`src/rtl/demux_seq_driver_pkg.sv`:
```
// Shared types and sizes for the demux sequencer.
// Optional feature macro: DEMUX_SEQ_MASK_EN (channel skip mask).
package demux_seq_pkg;

  localparam int N_CH  = 8;
  localparam int CH_W  = 3;
  localparam int GAP_W = 4;

  typedef enum logic [1:0] {
    IDLE = 2'd0,
    SCAN = 2'd1,
    GAP  = 2'd2
  } state_e;

endpackage

```
`src/rtl/demux_seq_driver_if.sv`:
```
// Word handshake plus demux drive bundle for the demux sequencer.
// Optional feature macro: DEMUX_SEQ_MASK_EN adds in_mask to the bundle.
interface demux_seq_driver_if;
  import demux_seq_pkg::*;

  logic [N_CH-1:0] in_data;
  logic            in_valid;
  logic            in_ready;
`ifdef DEMUX_SEQ_MASK_EN
  logic [N_CH-1:0] in_mask;
`endif
  logic            dmx_i;
  logic [CH_W-1:0] dmx_s;
  logic            dmx_en;
  logic            busy;
  logic            done;

`ifdef DEMUX_SEQ_MASK_EN
  modport master (
    output in_data, in_valid, in_mask,
    input  in_ready, dmx_i, dmx_s, dmx_en, busy, done
  );
  modport slave (
    input  in_data, in_valid, in_mask,
    output in_ready, dmx_i, dmx_s, dmx_en, busy, done
  );
`else
  modport master (
    output in_data, in_valid,
    input  in_ready, dmx_i, dmx_s, dmx_en, busy, done
  );
  modport slave (
    input  in_data, in_valid,
    output in_ready, dmx_i, dmx_s, dmx_en, busy, done
  );
`endif

endinterface

```
`src/rtl/demux_seq_next_ch.sv`:
```
// Priority finder: next unmasked channel after ch (or from 0 when first=1),
// and whether that channel is the final unmasked one.
// Used only when DEMUX_SEQ_MASK_EN is defined.
module demux_seq_next_ch
  import demux_seq_pkg::*;
(
  input  logic [CH_W-1:0] ch,
  input  logic            first,
  input  logic [N_CH-1:0] mask,
  output logic [CH_W-1:0] nxt,
  output logic            found,
  output logic            last
);

  // First candidate wins; any later candidate means nxt is not the last.
  always_comb begin
    nxt   = '0;
    found = 1'b0;
    last  = 1'b1;
    for (int c = 0; c < N_CH; c++) begin
      if (!mask[c] && (first || (c > int'(ch)))) begin
        if (!found) begin
          found = 1'b1;
          nxt   = CH_W'(c);
        end else begin
          last = 1'b0;
        end
      end
    end
  end

endmodule

```
`src/rtl/demux_seq_driver.sv`:
```
// Sequencer feeding a 1-to-8 enabled demux: takes a word over valid/ready,
// strobes one bit per cycle onto channels in ascending order, pulses done
// on the final strobe, then idles GAP_CYCLES before accepting again.
// Optional feature macro: DEMUX_SEQ_MASK_EN (skip masked channels).
module demux_seq_driver
  import demux_seq_pkg::*;
#(
  parameter int unsigned GAP_CYCLES = 0
) (
  input  logic               clk,
  input  logic               rst,
  demux_seq_driver_if.slave  bus
);

  localparam logic [GAP_W-1:0] GAP_LOAD =
    GAP_W'((GAP_CYCLES > 0) ? (GAP_CYCLES - 1) : 0);

  state_e          state_q, state_d;
  logic [CH_W-1:0] ch_q, ch_d;
  logic [N_CH-1:0] word_q, word_d;
  logic [GAP_W-1:0] gap_q, gap_d;
  logic            last_q, last_d;
  logic            dmx_i_q, dmx_i_d;
  logic [CH_W-1:0] dmx_s_q, dmx_s_d;
  logic            dmx_en_q, dmx_en_d;
  logic            busy_q, busy_d;
  logic            done_q, done_d;

  logic [CH_W-1:0] nxt_ch;
  logic            nxt_found;
  logic            nxt_last;
  logic [N_CH-1:0] src_word;

  // At the handshake the strobe comes straight from the input word.
  assign src_word = (state_q == IDLE) ? bus.in_data : word_q;

`ifdef DEMUX_SEQ_MASK_EN
  logic [N_CH-1:0] mask_q, mask_d;
  logic [N_CH-1:0] src_mask;

  assign src_mask = (state_q == IDLE) ? bus.in_mask : mask_q;

  demux_seq_next_ch u_next_ch (
    .ch    (ch_q),
    .first (state_q == IDLE),
    .mask  (src_mask),
    .nxt   (nxt_ch),
    .found (nxt_found),
    .last  (nxt_last)
  );
`else
  // Unmasked walk: channel 0 first, then +1, final channel is N_CH-1.
  always_comb begin
    nxt_found = 1'b1;
    if (state_q == IDLE) begin
      nxt_ch   = '0;
      nxt_last = 1'b0;
    end else begin
      nxt_ch   = ch_q + 1'b1;
      nxt_last = (ch_q == CH_W'(N_CH - 2));
    end
  end
`endif

  // Next-state and next-output decode; outputs are computed one cycle ahead.
  always_comb begin
    state_d  = state_q;
    ch_d     = ch_q;
    word_d   = word_q;
    gap_d    = gap_q;
    last_d   = last_q;
    busy_d   = busy_q;
    dmx_i_d  = 1'b0;
    dmx_s_d  = '0;
    dmx_en_d = 1'b0;
    done_d   = 1'b0;
`ifdef DEMUX_SEQ_MASK_EN
    mask_d   = mask_q;
`endif
    case (state_q)
      IDLE: begin
        busy_d = 1'b0;
        if (bus.in_valid) begin
          word_d  = bus.in_data;
`ifdef DEMUX_SEQ_MASK_EN
          mask_d  = bus.in_mask;
`endif
          state_d = SCAN;
          busy_d  = 1'b1;
          if (nxt_found) begin
            ch_d     = nxt_ch;
            dmx_en_d = 1'b1;
            dmx_s_d  = nxt_ch;
            dmx_i_d  = src_word[nxt_ch];
            done_d   = nxt_last;
            last_d   = nxt_last;
          end else begin
            // Everything masked: one empty SCAN cycle carrying done.
            done_d = 1'b1;
            last_d = 1'b1;
          end
        end
      end
      SCAN: begin
        busy_d = 1'b1;
        if (last_q) begin
          if (GAP_CYCLES > 0) begin
            state_d = GAP;
            gap_d   = GAP_LOAD;
          end else begin
            state_d = IDLE;
            busy_d  = 1'b0;
          end
        end else begin
          ch_d     = nxt_ch;
          dmx_en_d = 1'b1;
          dmx_s_d  = nxt_ch;
          dmx_i_d  = src_word[nxt_ch];
          done_d   = nxt_last;
          last_d   = nxt_last;
        end
      end
      GAP: begin
        busy_d = 1'b1;
        if (gap_q == '0) begin
          state_d = IDLE;
          busy_d  = 1'b0;
        end else begin
          gap_d = gap_q - 1'b1;
        end
      end
      default: begin
        state_d = IDLE;
        busy_d  = 1'b0;
      end
    endcase
  end

  // State and registered outputs; reset aborts any scan without done.
  always_ff @(posedge clk) begin
    if (rst) begin
      state_q  <= IDLE;
      ch_q     <= '0;
      word_q   <= '0;
      gap_q    <= '0;
      last_q   <= 1'b0;
      busy_q   <= 1'b0;
      dmx_i_q  <= 1'b0;
      dmx_s_q  <= '0;
      dmx_en_q <= 1'b0;
      done_q   <= 1'b0;
`ifdef DEMUX_SEQ_MASK_EN
      mask_q   <= '0;
`endif
    end else begin
      state_q  <= state_d;
      ch_q     <= ch_d;
      word_q   <= word_d;
      gap_q    <= gap_d;
      last_q   <= last_d;
      busy_q   <= busy_d;
      dmx_i_q  <= dmx_i_d;
      dmx_s_q  <= dmx_s_d;
      dmx_en_q <= dmx_en_d;
      done_q   <= done_d;
`ifdef DEMUX_SEQ_MASK_EN
      mask_q   <= mask_d;
`endif
    end
  end

  assign bus.in_ready = (state_q == IDLE) && !rst;
  assign bus.dmx_i    = dmx_i_q;
  assign bus.dmx_s    = dmx_s_q;
  assign bus.dmx_en   = dmx_en_q;
  assign bus.busy     = busy_q;
  assign bus.done     = done_q;

endmodule

```
`src/flat_wrapper.sv`:
```
// flat-port wrapper written by rule: the top's interface ports become plain ports
module demux_seq_driver_flat import demux_seq_pkg::*;
#(
  parameter int unsigned GAP_CYCLES = 0
)
  (clk, rst, bus_in_data, bus_in_valid, bus_in_ready, bus_dmx_i, bus_dmx_s, bus_dmx_en, bus_busy, bus_done);
  demux_seq_driver_if bus_i ();
  input  logic clk;
  input  logic rst;
  input wire logic [$bits(bus_i.in_data)-1:0] bus_in_data;
  input wire logic [$bits(bus_i.in_valid)-1:0] bus_in_valid;
  output wire logic [$bits(bus_i.in_ready)-1:0] bus_in_ready;
  output wire logic [$bits(bus_i.dmx_i)-1:0] bus_dmx_i;
  output wire logic [$bits(bus_i.dmx_s)-1:0] bus_dmx_s;
  output wire logic [$bits(bus_i.dmx_en)-1:0] bus_dmx_en;
  output wire logic [$bits(bus_i.busy)-1:0] bus_busy;
  output wire logic [$bits(bus_i.done)-1:0] bus_done;
  assign bus_i.in_data = bus_in_data;
  assign bus_i.in_valid = bus_in_valid;
  assign bus_in_ready = bus_i.in_ready;
  assign bus_dmx_i = bus_i.dmx_i;
  assign bus_dmx_s = bus_i.dmx_s;
  assign bus_dmx_en = bus_i.dmx_en;
  assign bus_busy = bus_i.busy;
  assign bus_done = bus_i.done;
  demux_seq_driver #(.GAP_CYCLES(GAP_CYCLES)) u_core (.clk(clk), .rst(rst), .bus(bus_i));
endmodule
```
`config.mk`:
```
export PLATFORM = sky130hd
export DESIGN_NAME = demux_seq_driver_flat
export DESIGN_NICKNAME = d
export VERILOG_FILES = /design/src/rtl/demux_seq_driver_pkg.sv /design/src/rtl/demux_seq_driver_if.sv /design/src/rtl/demux_seq_next_ch.sv /design/src/rtl/demux_seq_driver.sv /design/src/flat_wrapper.sv
export SDC_FILE = /design/constraint.sdc
export NUM_CORES = 1
export LEC_CHECK = 0
export CAP_MARGIN = 15
export CORE_MARGIN = 5
export CORE_UTILIZATION = 35
export DETAILED_ROUTE_END_ITERATION = 16
export GPL_TIMING_DRIVEN = 0
export PLACE_DENSITY = 0.73
export SYNTH_ARGS = -nofsm -noshare
export SYNTH_HDL_FRONTEND = slang
export SYNTH_SLANG_ARGS = --single-unit
```
`constraint.sdc`:
```
create_clock -name clk -period 1.4 [get_ports clk]
set_input_delay 0.28 -clock clk [delete_from_list [all_inputs] [get_ports clk]]
set_output_delay 0.28 -clock clk [all_outputs]
set_load 0.05 [all_outputs]
```
==> results.py, run 1 <==
metrics = {
    "synth": {
        "yosysMostFrequentCell": "dfxtp_1",
        "synth_nets": 102,
        "syn_inst": 89,
        "seq_area_frac_synth_pct": 48.4,
        "async_flop_share_pct": 0,
        "synthTopCellsByArea": "dfxtp_1 (48%), a21oi_1 (7.6%), nand2_1 (7.6%)",
        "syn_avg_cell_area_um2": 8.83,
        "synth_seq_cells": 19,
        "syn-cell-area_um2": 786,
        "synth_warnings": 0,
        "synthTopCellsByCount": "dfxtp_1 (19), nand2_1 (16), a21oi_1 (12), nor2_1 (10), nand2b_1 (4)",
        "synth_edf_count": 0,
        "synth-main-ff-cell": "dfxtp_1",
        "synth_top_cell_by_area": "dfxtp_1",
        "synth.distinct_cells": 25,
        "synth_top_area_share_pct": 48.4,
    },
    "grt": {
        "grt_util_all_layers_pct": 10.8,
        "antenna_found_initial": 0,
        "overflow": 0,
        "grt_pass1_vias": 628,
        "grt_pass1_wl_mm": 2.68,
        "grt_max_degree": 11,
    },
    "clock_tree": {
        "cts_hold_repair.buffers": 0,
        "cts_max_path_buffers": 2,
        "cts_tree": "yes",
        "cts_buffers": 3,
        "clk_pin_slew_ns": 0.10,
        "clock-root-buffer": "clkbuf_4",
        "clock_sinks": 19,
        "htree_levels": 1,
        "clock_latency_ns": 0.30,
    },
    "worst_setup_path": {
        "critical_path.startpoint_type": "register",
        "worstSetupEndpointType": "primary output",
        "rrSetupSlack_ns": 0.05,
        "crit_path_max_incr_delay_ns": 0.32,
        "worst-setup-path-type": "register to primary output",
        "path_cells": "buf_2 -> nor2_2 -> buf_6",
        "crit_arrival_ns": 1.08,
        "crit_required_ns": 1.12,
        "reg2regPathDepth": 6,
        "rr_endpoint": "u_core.bus.dmx_i",
        "crit_start": "u_core.state_q[0]",
        "crit_family": "buffers and inverters",
        "r2r_start": "u_core.ch_q[0]",
        "critPathBufInv": 2,
        "worstSetupPathDepth": 3,
        "endpoint": "bus_in_ready",
        "crit_path_max_fanout": 10,
        "cp_slowest_cell": "dfxtp_1",
    },
    "route": {
        "drc": 0,
        "drtAntennaViolNets": 0,
        "viasPerCell": 4.68,
        "wl_mm": 1.63,
        "drtPass1Iterations": 4,
        "drt-initial-drc-count": 6,
        "wire_per_inst_um": 11.5,
        "vias": 664,
    },
    "pwr": {
        "ir_drop_v": 0.000486,
        "p_leak_nw": 0.418,
        "powerDensity_nw_per_um2": 1020,
    },
    "placement": {
        "io_buffers": 18,
        "place.gp.congestion": 0.783,
        "place_area_um2": 1000,
        "place_hpwl_mm": 1.18,
        "dp.cells": 135,
    },
    "timing": {
        "worstMarginPinSlew_ns": 0.304,
        "finClkSkew_ns": 0.00349,
        "fmax_mhz": 735,
        "slew_headroom_pct": 79.6,
        "setup_violations": 0,
        "grt_setup_unrepaired": "true",
        "finalCriticalPeriod_ns": 1.36,
        "maxSlewViolCount": 0,
        "final_hold_viol_count": 0,
        "worst_hold_slack_ns": 0.419,
        "finalCritPeriodShare_pct": 97.2,
    },
    "floorplan": {
        "start_util_pct": 36.2,
        "fp.dieArea_um2": 3290,
        "die_w_um": 57.4,
        "io_pins": 19,
        "core_um2": 2170,
        "fp.dieH_um": 57.4,
        "core.rowCount": 17,
    },
    "layout": {
        "area_growth_pct": 35.0,
        "diodes": 0,
        "regArea_um2": 382,
        "multiInputGateArea_um2": 379,
        "drive_gt1_share_pct": 23.7,
        "nNetsFinal": 128,
        "finalNonFillerCells": 142,
        "final_area_um2": 1060,
        "n_fill_cell": 217,
    },
    "run_status": {
        "status": "complete, no violations",
    },
    "flow_run": {
        "drv_cap": 0,
    },
    "hold_path": {
        "min_path_type": "input pin to register",
    },
}
flip-flops by register name, summed over array words and instances, names as in the netlist:
| signal | cells |
|---|---|
| u_core.last_q | 1 |
| u_core.bus.dmx_s | 3 |
| u_core.word_q | 8 |
| u_core.bus.done | 1 |
| u_core.bus.dmx_i | 1 |
| u_core.state_q | 1 |
| u_core.ch_q | 3 |
| u_core.bus.busy | 1 |
placed cells by master (no fill, tap or decap), types with 2 or more instances in the layout:
cell type / netlist / final
dfxtp_1: 19 / 18
buf_6: 1 / 2
buf_2: 3 / 4
clkdlybuf4s15_2: 0 / 3
xnor2_1: 2 / 2
nor2_2: 1 / 2
nor2_1: 10 / 9
mux2i_1: 2 / 2
nand3b_1: 2 / 2
a21oi_1: 12 / 12
nand3_1: 2 / 2
clkbuf_2: 0 / 3
nand2b_1: 4 / 4
clkdlybuf4s50_1: 0 / 9
clkbuf_4: 0 / 3
nor2b_1: 2 / 2
buf_4: 1 / 4
nand2_1: 16 / 16
metrics by stage:
stage	power (W)	util, %	setup TNS, ns	setup slack [ns]
floorplan	0.000730	-	0	0.0443
global placement	0.000802	46.3	-2.61	-0.991
detailed placement	0.000807	46.3	-2.85	-0.987
CTS	0.00110	49.7	0	0.00358
global route	0.00113	48.9	-0.0181	-0.0181
finish	0.00108	48.9	0	0.0396
logic make-up after synthesis:
group                      count (synthesis)  synth area share [%]
AOI/OAI and AO/OA                         14                  9.24
xor gates and xnor gates                   2                  2.23
adders and majority gates                  2                  3.18
buffers and inverters                      7                  5.25
DFF                                       19                  48.4
muxes                                      4                  6.85
and+or+nand+nor                           41                  24.8
worst min-delay path by stage:
stage	from	end	slack [ns]	cells past startpoint
floorplan	rst	u_core.last_q	0.35	1
global placement	u_core.word_q[4]	u_core.word_q[4]	0.44	2
detailed placement	u_core.word_q[4]	u_core.word_q[4]	0.45	2
CTS	rst	u_core.word_q[1]	0.42	2
global route	rst	u_core.word_q[1]	0.43	2
finish	rst	u_core.word_q[0]	0.42	2
power by group:
| group | leakage (nW) | switching (W) | internal (W) |
|---|---|---|---|
| combinational | 0.247 | 0.000121 | 0.000103 |
| clock | 0.0150 | 0.000166 | 0.000111 |
| sequential | 0.156 | 0.0000127 | 0.000568 |
| total | 0.418 | 0.000301 | 0.000782 |
final cells by class:
| class | count | share of cell area, % |
|---|---|---|
| buffer | 6 | 4.48 |
| clock buffer | 4 | 2.48 |
| inverter | 1 | 0.354 |
| multi-input combinational | 63 | 35.7 |
| sequential | 19 | 36.0 |
| tap | 28 | 3.30 |
| timing repair buffer | 21 | 17.7 |
per-layer routing:
layer | track usage [%] | up-vias | share of wire (%) | wire length (um)
met5 | 0 | - | 0 | 0
met4 | 9.93 | 0 | 4.0 | 66
met3 | 2.26 | 5 | 5.9 | 96
met2 | 17.9 | 18 | 47 | 764
met1 | 11.3 | 303 | 43 | 704
li1 | - | 338 | - | -
timing repair:
action | CTS | global route
setup endpoints to repair | 9 | 5
setup buffers | 3 | 0
gates resized for setup | 31 | 6
(Power assumes the default switching activity.)
==> inputs of run 2 (changes only) <==
==> constraint.sdc (replaced) <==
create_clock -name clk -period 1.4 [get_ports clk]
set_input_delay 0.14 -clock clk [delete_from_list [all_inputs] [get_ports clk]]
set_output_delay 0.14 -clock clk [all_outputs]
set_load 0.05 [all_outputs]
==> run 2 against run 1 <==
Against the previous run: hold slack worse by 0.12 ns; via count up 2.7%; critical path type is now register to register; die area unchanged; fmax up 2.1%; worst setup slack better by 0.028 ns; largest cell class is now multi-input gates; sequential share of layout area down 0.67 points; critical endpoint is now u_core.bus.dmx_i; first-iteration DRC count down 17%; clock-buffer cell count unchanged.
==> results.py, run 2 (synthesized netlist as in run 1, its figures left out) <==
metrics = {
    "placement": {
        "place_area_um2": 1000,
        "io_buffers": 18,
        "place_hpwl_mm": 1.16,
        "place.gp.congestion": 0.731,
    },
    "worst_setup_path": {
        "crit_required_ns": 1.59,
        "crit_arrival_ns": 1.52,
        "crit_family": "flip-flops",
        "crit_path_max_fanout": 3,
        "crit_path_max_incr_delay_ns": 0.35,
        "cp_slowest_cell": "dfxtp_2",
        "worst-setup-path-type": "register to register",
        "critPathBufInv": 2,
        "critical_path.startpoint_type": "register",
        "worstSetupEndpointType": "register",
        "path_cells": "buf_6 -> inv_1 -> ha_4 -> mux4_2 -> nand3b_1 -> a21boi_1",
    },
    "grt": {
        "grt_pass1_vias": 675,
        "antenna_found_initial": 0,
        "grt_util_all_layers_pct": 11.0,
        "overflow": 0,
        "grt_pass1_wl_mm": 2.84,
        "grt_max_degree": 11,
    },
    "floorplan": {
        "fp.dieH_um": 57.4,
        "fp.dieArea_um2": 3290,
        "core_um2": 2170,
        "io_pins": 19,
        "die_w_um": 57.4,
        "start_util_pct": 36.2,
        "core.rowCount": 17,
    },
    "pwr": {
        "comb_power_share_pct": 21.3,
        "powerDensity_nw_per_um2": 999,
        "sequentialPowerShare_pct": 53.7,
        "internal-power_w": 0.000785,
        "p_leak_nw": 0.447,
        "ir_drop_v": 0.000692,
        "sw_frac_of_total_pct": 27.3,
        "p_clk_share_pct": 25.0,
        "p_switching_w": 0.000295,
    },
    "route": {
        "vias": 682,
        "wire_per_inst_um": 11.6,
        "drt-initial-drc-count": 5,
        "drtPass1Iterations": 4,
        "wl_mm": 1.68,
        "drtAntennaViolNets": 0,
        "drc": 0,
        "viasPerCell": 4.70,
    },
    "clock_tree": {
        "cts_tree": "yes",
        "cts_hold_repair.buffers": 0,
        "htree_levels": 1,
        "clock-root-buffer": "clkbuf_4",
        "clk_pin_slew_ns": 0.10,
        "clock_latency_ns": 0.29,
        "cts_buffers": 3,
        "clock_sinks": 19,
        "cts_max_path_buffers": 2,
    },
    "layout": {
        "regMostFlops": "u_core.word_q",
        "area_growth_pct": 37.6,
        "drive_gt1_share_pct": 21.4,
        "final_area_um2": 1080,
        "largest_reg_flops": 8,
        "mostFrequentLayoutCell": "dfxtp_1",
        "utilization_pct": 49.8,
        "layout_common_cells": "dfxtp_1 (18), nand2_1 (16), a21oi_1 (12)",
        "diodes": 0,
        "n_fill_cell": 231,
        "nNetsFinal": 131,
    },
    "timing": {
        "fmax_mhz": 750,
        "slew_headroom_pct": 67.5,
        "finClkSkew_ns": 0.00556,
        "setup_violations": 0,
        "finalCriticalPeriod_ns": 1.33,
        "maxSlewViolCount": 0,
        "totalNegativeSetupSlack_ns": 0,
        "final_hold_viol_count": 0,
        "worstMarginPinSlew_ns": 0.489,
        "finalCritPeriodShare_pct": 95.2,
        "worst_hold_slack_ns": 0.299,
    },
    "flow_run": {
        "drv_cap": 0,
    },
    "hold_path": {
        "min_path_type": "input pin to register",
    },
    "run_status": {
        "status": "complete, no violations",
    },
}
## run 2: per-stage QoR
step                      power, W  worst slack, ns  cells
final                      0.00108           0.0675    145
after global routing       0.00112        -0.000227    145
after CTS                  0.00108          0.00400    143
after detailed placement  0.000806           -0.655    135
after global placement    0.000801           -0.687    135
after floorplan           0.000729           0.0443     89
## run 2: final timing paths
path	depth (start not counted)	slack, ns	start	to
hold / removal	2	0.30	rst	u_core.word_q[2]
setup / recovery	6	0.07	u_core.ch_q[0]	u_core.bus.dmx_i
setup reg to reg	6	0.07	u_core.ch_q[0]	u_core.bus.dmx_i
hold reg to reg	2	0.46	u_core.word_q[0]	u_core.word_q[0]
## run 2: metal layers
metal	track usage (%)	up-vias	routed length, um
met2	20.3	20	918
met1	12.2	320	677
li1	-	342	-
met3	2.26	0	83
met4	3.97	0	0
met5	0	-	0
## run 2: what timing repair did
item                       4_1_cts  5_1_grt
setup endpoints to repair        9        2
buffers inserted                 4        2
resized for setup               17        4
pin swaps                        0        1
## run 2: area by class of cell
cell class                 instances  area, um^2  share of cell area, %
buffer                             6        41.3                   3.82
clock buffer                       4        26.3                   2.43
inverter                           1        3.75                  0.347
multi-input combinational         63         387                   35.8
sequential                        19         382                   35.3
tap                               28        35.0                   3.24
timing repair buffer              24         206                   19.1
## run 2: power by group through the flow
stage	registers, W	logic, W	clock network, W
2_1_floorplan	0.000615	0.000114	0
3_3_place_gp	0.000590	0.000211	0
3_5_place_dp	0.000592	0.000214	0
4_1_cts	0.000579	0.000223	0.000281
5_1_grt	0.000583	0.000252	0.000290
6_report	0.000580	0.000230	0.000270
## run 2: worst register-to-register path, stage by stage, from the launching register on
cell	delay, ns
dfxtp_2	0.35
buf_6	0.09
inv_1	0.06
ha_4	0.28
mux4_2	0.29
nand3b_1	0.11
a21boi_1	0.06
